[src/rtl/exe_stage.sv]
// ----------------------------------------------------------------------------
// exe_stage
//
// Execute stage of a 5-stage ARM-style pipeline. It consumes the outputs of
// the ID/EX pipeline register, builds the second ALU operand (Val2), runs the
// ALU, owns the NZCV status register and computes the branch target. Results
// are captured in the EX/MEM boundary register, so MEM sees them one cycle
// after they enter this stage.
//
// Ports
//   clk                     : clock, rising edge active
//   rst                     : asynchronous reset, active low
//   freeze                  : memory stall, holds EX/MEM outputs and status
//   flush                   : turns the current instruction into a bubble
//   pc_in                   : PC+4 of the instruction in EX
//   mem_read_en_in          : LDR
//   mem_write_en_in         : STR
//   wb_enable_in            : register writeback
//   immediate_in            : I bit (rotated 8-bit immediate operand)
//   branch_taken_in         : B instruction
//   status_write_enable_in  : S bit
//   execute_command_in      : ALU operation code
//   val_rn_in               : Rn value
//   val_rm_in               : Rm value, also the STR data
//   dest_reg_in             : Rd
//   signed_immediate_in     : 24-bit branch word offset
//   shift_operand_in        : 12-bit shifter operand field
//   alu_result_out          : registered ALU result / memory address
//   st_val_out              : registered store data
//   dest_reg_out            : registered Rd
//   wb_enable_out           : registered writeback enable
//   mem_read_en_out         : registered memory read enable
//   mem_write_en_out        : registered memory write enable
//   branch_taken_out        : combinational branch request to IF / hazard unit
//   branch_addr_out         : combinational branch target
//   status_out              : registered {N,Z,C,V}
// ----------------------------------------------------------------------------
module exe_stage #(
    parameter int WORD_LEN     = 32,
    parameter int CMD_LEN      = 4,
    parameter int REG_ADDR_LEN = 4
) (
    input  logic                    clk,
    input  logic                    rst,
    input  logic                    freeze,
    input  logic                    flush,
    input  logic [WORD_LEN-1:0]     pc_in,
    input  logic                    mem_read_en_in,
    input  logic                    mem_write_en_in,
    input  logic                    wb_enable_in,
    input  logic                    immediate_in,
    input  logic                    branch_taken_in,
    input  logic                    status_write_enable_in,
    input  logic [CMD_LEN-1:0]      execute_command_in,
    input  logic [WORD_LEN-1:0]     val_rn_in,
    input  logic [WORD_LEN-1:0]     val_rm_in,
    input  logic [REG_ADDR_LEN-1:0] dest_reg_in,
    input  logic [23:0]             signed_immediate_in,
    input  logic [11:0]             shift_operand_in,
    output logic [WORD_LEN-1:0]     alu_result_out,
    output logic [WORD_LEN-1:0]     st_val_out,
    output logic [REG_ADDR_LEN-1:0] dest_reg_out,
    output logic                    wb_enable_out,
    output logic                    mem_read_en_out,
    output logic                    mem_write_en_out,
    output logic                    branch_taken_out,
    output logic [WORD_LEN-1:0]     branch_addr_out,
    output logic [3:0]              status_out
);

    // ALU operation codes
    localparam logic [CMD_LEN-1:0] CMD_MOV = CMD_LEN'(4'b0001);
    localparam logic [CMD_LEN-1:0] CMD_MVN = CMD_LEN'(4'b1001);
    localparam logic [CMD_LEN-1:0] CMD_ADD = CMD_LEN'(4'b0010);
    localparam logic [CMD_LEN-1:0] CMD_ADC = CMD_LEN'(4'b0011);
    localparam logic [CMD_LEN-1:0] CMD_SUB = CMD_LEN'(4'b0100);
    localparam logic [CMD_LEN-1:0] CMD_SBC = CMD_LEN'(4'b0101);
    localparam logic [CMD_LEN-1:0] CMD_AND = CMD_LEN'(4'b0110);
    localparam logic [CMD_LEN-1:0] CMD_ORR = CMD_LEN'(4'b0111);
    localparam logic [CMD_LEN-1:0] CMD_EOR = CMD_LEN'(4'b1000);

    // Shift type encodings from shift_operand_in[6:5]
    localparam logic [1:0] SHIFT_LSL = 2'b00;
    localparam logic [1:0] SHIFT_LSR = 2'b01;
    localparam logic [1:0] SHIFT_ASR = 2'b10;
    localparam logic [1:0] SHIFT_ROR = 2'b11;

    // Width wide enough to hold WORD_LEN itself as a shift distance
    localparam int SHW = $clog2(WORD_LEN) + 1;

    localparam logic [WORD_LEN:0] ONE_EXT = {{WORD_LEN{1'b0}}, 1'b1};

    // Registered NZCV flags
    logic [3:0] status_reg;
    logic       c_flag;
    logic       v_flag;

    // Operand generation
    logic [WORD_LEN-1:0] val2;
    logic [WORD_LEN-1:0] imm_ext;
    logic [4:0]          imm_rot;
    logic [4:0]          shift_amt;
    logic [1:0]          shift_type;
    logic [WORD_LEN-1:0] shifted_rm;

    // ALU
    logic [WORD_LEN:0]   sum_ext;
    logic [WORD_LEN-1:0] alu_result;
    logic                carry_new;
    logic                overflow_new;
    logic                negative_new;
    logic                zero_new;

    logic [WORD_LEN-1:0] branch_offset;

    assign c_flag = status_reg[1];
    assign v_flag = status_reg[0];

    // Rotate right by 0..31. A zero distance makes the left-shift term shift
    // by the full word width, which yields zero, so the value passes through.
    function automatic logic [WORD_LEN-1:0] rotate_right(
        input logic [WORD_LEN-1:0] value,
        input logic [4:0]          amount
    );
        logic [SHW-1:0] back_amount;
        back_amount = SHW'(WORD_LEN) - {{(SHW-5){1'b0}}, amount};
        return (value >> amount) | (value << back_amount);
    endfunction

    assign imm_ext    = {{(WORD_LEN-8){1'b0}}, shift_operand_in[7:0]};
    assign imm_rot    = {shift_operand_in[11:8], 1'b0};
    assign shift_amt  = shift_operand_in[11:7];
    assign shift_type = shift_operand_in[6:5];

    // Register-operand shifter; every type with a zero amount is a plain pass
    always_comb begin
        shifted_rm = val_rm_in;
        case (shift_type)
            SHIFT_LSL: shifted_rm = val_rm_in << shift_amt;
            SHIFT_LSR: shifted_rm = val_rm_in >> shift_amt;
            SHIFT_ASR: shifted_rm = $unsigned($signed(val_rm_in) >>> shift_amt);
            SHIFT_ROR: shifted_rm = rotate_right(val_rm_in, shift_amt);
            default:   shifted_rm = val_rm_in;
        endcase
    end

    // Val2 select: memory ops use the raw 12-bit offset even if the I bit is
    // set, because load/store address offsets are never rotated
    always_comb begin
        val2 = shifted_rm;
        if (mem_read_en_in || mem_write_en_in) begin
            val2 = {{(WORD_LEN-12){1'b0}}, shift_operand_in};
        end else if (immediate_in) begin
            val2 = rotate_right(imm_ext, imm_rot);
        end
    end

    // ALU. Subtraction is done as Rn + ~Val2 + carry_in so that bit WORD_LEN
    // of the extended sum is directly the ARM "not borrow" carry. Logic and
    // move ops leave C and V as they were in the status register.
    always_comb begin
        sum_ext      = '0;
        alu_result   = '0;
        carry_new    = c_flag;
        overflow_new = v_flag;
        case (execute_command_in)
            CMD_MOV: alu_result = val2;
            CMD_MVN: alu_result = ~val2;
            CMD_ADD: begin
                sum_ext      = {1'b0, val_rn_in} + {1'b0, val2};
                alu_result   = sum_ext[WORD_LEN-1:0];
                carry_new    = sum_ext[WORD_LEN];
                overflow_new = (val_rn_in[WORD_LEN-1] == val2[WORD_LEN-1]) &&
                               (alu_result[WORD_LEN-1] != val_rn_in[WORD_LEN-1]);
            end
            CMD_ADC: begin
                sum_ext      = {1'b0, val_rn_in} + {1'b0, val2} +
                               {{WORD_LEN{1'b0}}, c_flag};
                alu_result   = sum_ext[WORD_LEN-1:0];
                carry_new    = sum_ext[WORD_LEN];
                overflow_new = (val_rn_in[WORD_LEN-1] == val2[WORD_LEN-1]) &&
                               (alu_result[WORD_LEN-1] != val_rn_in[WORD_LEN-1]);
            end
            CMD_SUB: begin
                sum_ext      = {1'b0, val_rn_in} + {1'b0, ~val2} + ONE_EXT;
                alu_result   = sum_ext[WORD_LEN-1:0];
                carry_new    = sum_ext[WORD_LEN];
                overflow_new = (val_rn_in[WORD_LEN-1] != val2[WORD_LEN-1]) &&
                               (alu_result[WORD_LEN-1] != val_rn_in[WORD_LEN-1]);
            end
            CMD_SBC: begin
                sum_ext      = {1'b0, val_rn_in} + {1'b0, ~val2} +
                               {{WORD_LEN{1'b0}}, c_flag};
                alu_result   = sum_ext[WORD_LEN-1:0];
                carry_new    = sum_ext[WORD_LEN];
                overflow_new = (val_rn_in[WORD_LEN-1] != val2[WORD_LEN-1]) &&
                               (alu_result[WORD_LEN-1] != val_rn_in[WORD_LEN-1]);
            end
            CMD_AND: alu_result = val_rn_in & val2;
            CMD_ORR: alu_result = val_rn_in | val2;
            CMD_EOR: alu_result = val_rn_in ^ val2;
            default: alu_result = '0;
        endcase
    end

    assign negative_new = alu_result[WORD_LEN-1];
    assign zero_new     = (alu_result == '0);

    // Branch target: word offset sign-extended and scaled to bytes
    assign branch_offset    = {{(WORD_LEN-26){signed_immediate_in[23]}},
                               signed_immediate_in, 2'b00};
    assign branch_addr_out  = pc_in + branch_offset;
    assign branch_taken_out = branch_taken_in && !flush;

    // Status register: a stalled or flushed instruction must not touch flags
    always_ff @(posedge clk or negedge rst) begin
        if (!rst) begin
            status_reg <= 4'b0000;
        end else if (status_write_enable_in && !freeze && !flush) begin
            status_reg <= {negative_new, zero_new, carry_new, overflow_new};
        end
    end

    assign status_out = status_reg;

    // EX/MEM boundary register: freeze holds everything, flush inserts a
    // bubble with all fields cleared, otherwise the instruction advances
    always_ff @(posedge clk or negedge rst) begin
        if (!rst) begin
            alu_result_out   <= '0;
            st_val_out       <= '0;
            dest_reg_out     <= '0;
            wb_enable_out    <= 1'b0;
            mem_read_en_out  <= 1'b0;
            mem_write_en_out <= 1'b0;
        end else if (freeze) begin
            alu_result_out   <= alu_result_out;
            st_val_out       <= st_val_out;
            dest_reg_out     <= dest_reg_out;
            wb_enable_out    <= wb_enable_out;
            mem_read_en_out  <= mem_read_en_out;
            mem_write_en_out <= mem_write_en_out;
        end else if (flush) begin
            alu_result_out   <= '0;
            st_val_out       <= '0;
            dest_reg_out     <= '0;
            wb_enable_out    <= 1'b0;
            mem_read_en_out  <= 1'b0;
            mem_write_en_out <= 1'b0;
        end else begin
            alu_result_out   <= alu_result;
            st_val_out       <= val_rm_in;
            dest_reg_out     <= dest_reg_in;
            wb_enable_out    <= wb_enable_in;
            mem_read_en_out  <= mem_read_en_in;
            mem_write_en_out <= mem_write_en_in;
        end
    end

endmodule

[config.mk]
export PLATFORM = sky130hd
export DESIGN_NAME = exe_stage
export DESIGN_NICKNAME = d
export VERILOG_FILES = /design/src/rtl/exe_stage.sv
export SDC_FILE = /design/constraint.sdc
export NUM_CORES = 1
export LEC_CHECK = 0
export ABC_AREA = 0
export BUFFER_PORTS_ARGS = -buffer_cell sky130_fd_sc_hd__buf_2
export CAP_MARGIN = 10
export CORE_MARGIN = 5
export CORE_UTILIZATION = 45
export DETAILED_ROUTE_END_ITERATION = 8
export GPL_TIMING_DRIVEN = 1
export PLACE_DENSITY_LB_ADDON = 0.12
export SLEW_MARGIN = 10
export SYNTH_ARGS = -nofsm -noshare
export SYNTH_HDL_FRONTEND = slang
export SYNTH_SLANG_ARGS = --single-unit
[constraint.sdc]
create_clock -name clk -period 11.49 [get_ports clk]
set_input_delay 3.447 -clock clk [delete_from_list [all_inputs] [get_ports clk]]
set_output_delay 3.447 -clock clk [all_outputs]
set_load 0.01 [all_outputs]
==> metrics.yaml <==
worst_setup_path:
  critical_path.slowest_cell: "o21ai_0"
  reg2reg_from: "status_out[1]$_DFFE_PN0P_"
  cp-start-kind: "input pin"
  worst-path-max-fanout: 27
  critPathMostFrequentCell: "buf_4"
  critPathArrivalTime_ns: 11.42
  path_class: "input pin to flip-flop"
  end_kind: "flip-flop"
  r2r_cells: 14
  reg2reg_to: "alu_result_out[26]$_DFFE_PN0N_"
  critPathRequiredTime_ns: 11.74
  regToRegSetupSlack_ns: 7.09
  max_stage_delay_ns: 0.61
place:
  place_inst: 3752
  gp_congestion: 1.095
  place_ws_ns: 0.2216
  port_buffers: 253
  dpl.hpwl_mm: 89.08
floorplan:
  start_util: 0.4513
  die_h_um: 225.4
  core_um2: 46260
  pin_count: 258
  rows: 79
  dieWidth_um: 225.4
  die_area_um2: 50800
grt:
  grt_pass1_vias: 24860
  overflow: 0
  grt_pass1_wl_mm: 163.5
  track_usage: 0.4198
  antenna_found_initial: 4
  grt_start_max_net_pins: 116
clock_tree:
  clock_latency_ns: 0.36
  cts_tree: "yes"
  cts_buffers: 9
  cts_max_level: 3
  cts.sinks: 75
  clk_pin_slew_worst_paths_ns: 0.06
  hold_buffers: 0
  cts_root_buffer: "clkbuf_16"
  clk_path_buf_depth: 2
power_and_ir_drop:
  max-vdd-ir-drop_uv: 116.2
  power_density_nw_per_um2: 89.09
  power.leakage_nw: 10.45
sta:
  hold_viol_final: 0
  finalSetupTns_ns: 0
  setup_ws_ns: 0.3218
  clock_skew_ns: 0.003977
  final_max_slew_viol_count: 0
  clock.fmax_mhz: 89.54
  final-setup-viol-count: 0
  slew-limit-headroom: 0.1882
  worst_pin_slew_ns: 1.215
  timing.final.crit_share: 0.9720
  rsz0062_at_grt: "no"
  min_period_ns: 11.17
job:
  max-cap-violations: 0
cells_and_area:
  finalNonFillerCells: 3770
  final_layout_size_suffix_gt1_frac: 0.2322
  nets: 3442
  most-common-layout-cells: "272 x nand2_1, 260 x buf_4, 249 x buf_2"
  area_delta_synth_final_pct: 16.80
  finish.utilization: 0.5272
  final_common_cell: "nand2_1"
  nFillCells: 4504
run_status:
  status: "completed"
synthesis:
  ys_ff_latch: 75
  yosysTopAreaCell: "dfrtp_1"
  synth-main-ff-cell: "dfrtp_1"
  yosys.area.top_type_share: 0.08990
  ys_seq_area_frac: 0.08990
  synth-edff-count: 0
  ys_top_cells_by_area: "dfrtp_1 9.0%, ha_1 8.0%, mux4_2 7.0%, mux2i_1 6.3%, nand2_1 4.9%"
  synthArstFlopShare: 1.000
  synthesis.area_um2: 20880
  yosysUniqueCellTypes: 99
  syn_nets: 3138
  avgSynthCellArea_um2: 7.320
  synthCells: 2852
  ys_warn_count: 0
hold_path:
  holdCritPathClass: "flip-flop to flip-flop"
  whs_path_depth: 2
  holdPathEnd: "st_val_out[3]$_DFFE_PN0N_"
  hold_start: "st_val_out[3]$_DFFE_PN0N_"
route:
  routed_wirelength_mm: 112.7
  viasPerCell: 7.073
  routedWlPerCell_um: 29.91
  drc_errors: 0
  dr.pass1.iters: 7
  final_antenna_net_count: 0
  vias: 26670
  drtIter0Drc: 4111
-- worst max path at each step --
stage	from	end	slack, ns	cells after the start
6_report	shift_operand_in[7]	alu_result_out[26]$_DFFE_PN0N_	0.32	29
5_1_grt	shift_operand_in[7]	alu_result_out[26]$_DFFE_PN0N_	0.14	29
4_1_cts	shift_operand_in[7]	alu_result_out[26]$_DFFE_PN0N_	0.57	29
3_5_place_dp	shift_operand_in[7]	alu_result_out[26]$_DFFE_PN0N_	0.22	29
3_3_place_gp	shift_operand_in[7]	alu_result_out[26]$_DFFE_PN0N_	0.25	23
2_1_floorplan	shift_operand_in[7]	status_out[2]$_DFFE_PN0P_	0.11	31
-- where the power goes --
part           total (mW)  switching, mW  internal [mW]
logic                1.55          0.970          0.582
clock network       0.310          0.127          0.184
registers           0.311         0.0208          0.290
total                2.17           1.12           1.05
-- registers in the layout (all words and copies together), names as in the netlist --
register and flops:
dest_reg_out 4, status_out 4, alu_result_out 32, wb_enable_out 1, mem_write_en_out 1, mem_read_en_out 1, st_val_out 32
-- kinds of logic (layout without fill, tap and decap cells) --
kind of cell	count (synthesis)	in the layout	share of synthesized area
muxes	268	268	0.1718
AOI/OAI and AO/OA	887	887	0.2892
DFF	75	75	0.08990
buffers and inverters	353	662	0.06868
xor gates and xnor gates	147	147	0.06167
adders and majority gates	136	136	0.08258
and+or+nand+nor	986	986	0.2362
other	0	2	0
-- worst max-delay path: cells and delay by family --
family,cells,cell delay [ns]
compound gates,8,2.19
xor+xnor,1,0.15
fa+ha+maj,2,0.70
buf+inv,8,1.87
mux,1,0.37
simple gates,9,2.63
-- routing by layer --
layer	part of all wire	GRT usage	up-vias
met2	0.40	0.5932	2282
met4	0.045	0.1523	4
met3	0.15	0.1420	384
met1	0.41	0.5930	12690
li1	-	-	11310
met5	0.00028	0	-
-- cell type report --
cell class	instances	area, um^2	share of cell area
clock buffers	11	252.7	0.01036
multi-input cells	2424	17620	0.7227
repair buffers	515	3309	0.1357
well taps	607	759.5	0.03114
clock inverters	5	67.56	0.002771
diodes	2	5.005	0.0002052
inverters	131	491.7	0.02016
flip-flops and latches	75	1877	0.07696
-- metrics by stage --
step                      hold WS [ns]  area [um^2]  total power, mW
after floorplan                 0.5086        20880            1.189
after global placement          0.4551        24060            1.776
after detailed placement        0.4677        24060            1.790
after CTS                       0.4832        24380            2.108
after global routing            0.5036        24390            2.255
final                           0.4803        24390            2.173
-- timing repair --
item                                    4_1_cts  5_1_grt
resized for setup                             0        1
endpoints found under the setup margin        0        2
buffers inserted                              0        0
-- cell usage after synthesis, types with 49 or more instances --
cell      instances
nand2_1         272
nor2_1          234
o21ai_0         197
a21oi_1         162
clkbuf_1        151
ha_1            133
mux2i_1         131
inv_1           125
xnor2_1         112
dfrtp_1          75
nor3_1           74
nand2b_1         73
mux2_2           72
mux4_2           65
nand3_1          63
o211ai_1         49
Note: power is estimated with default switching activity, not from simulation.
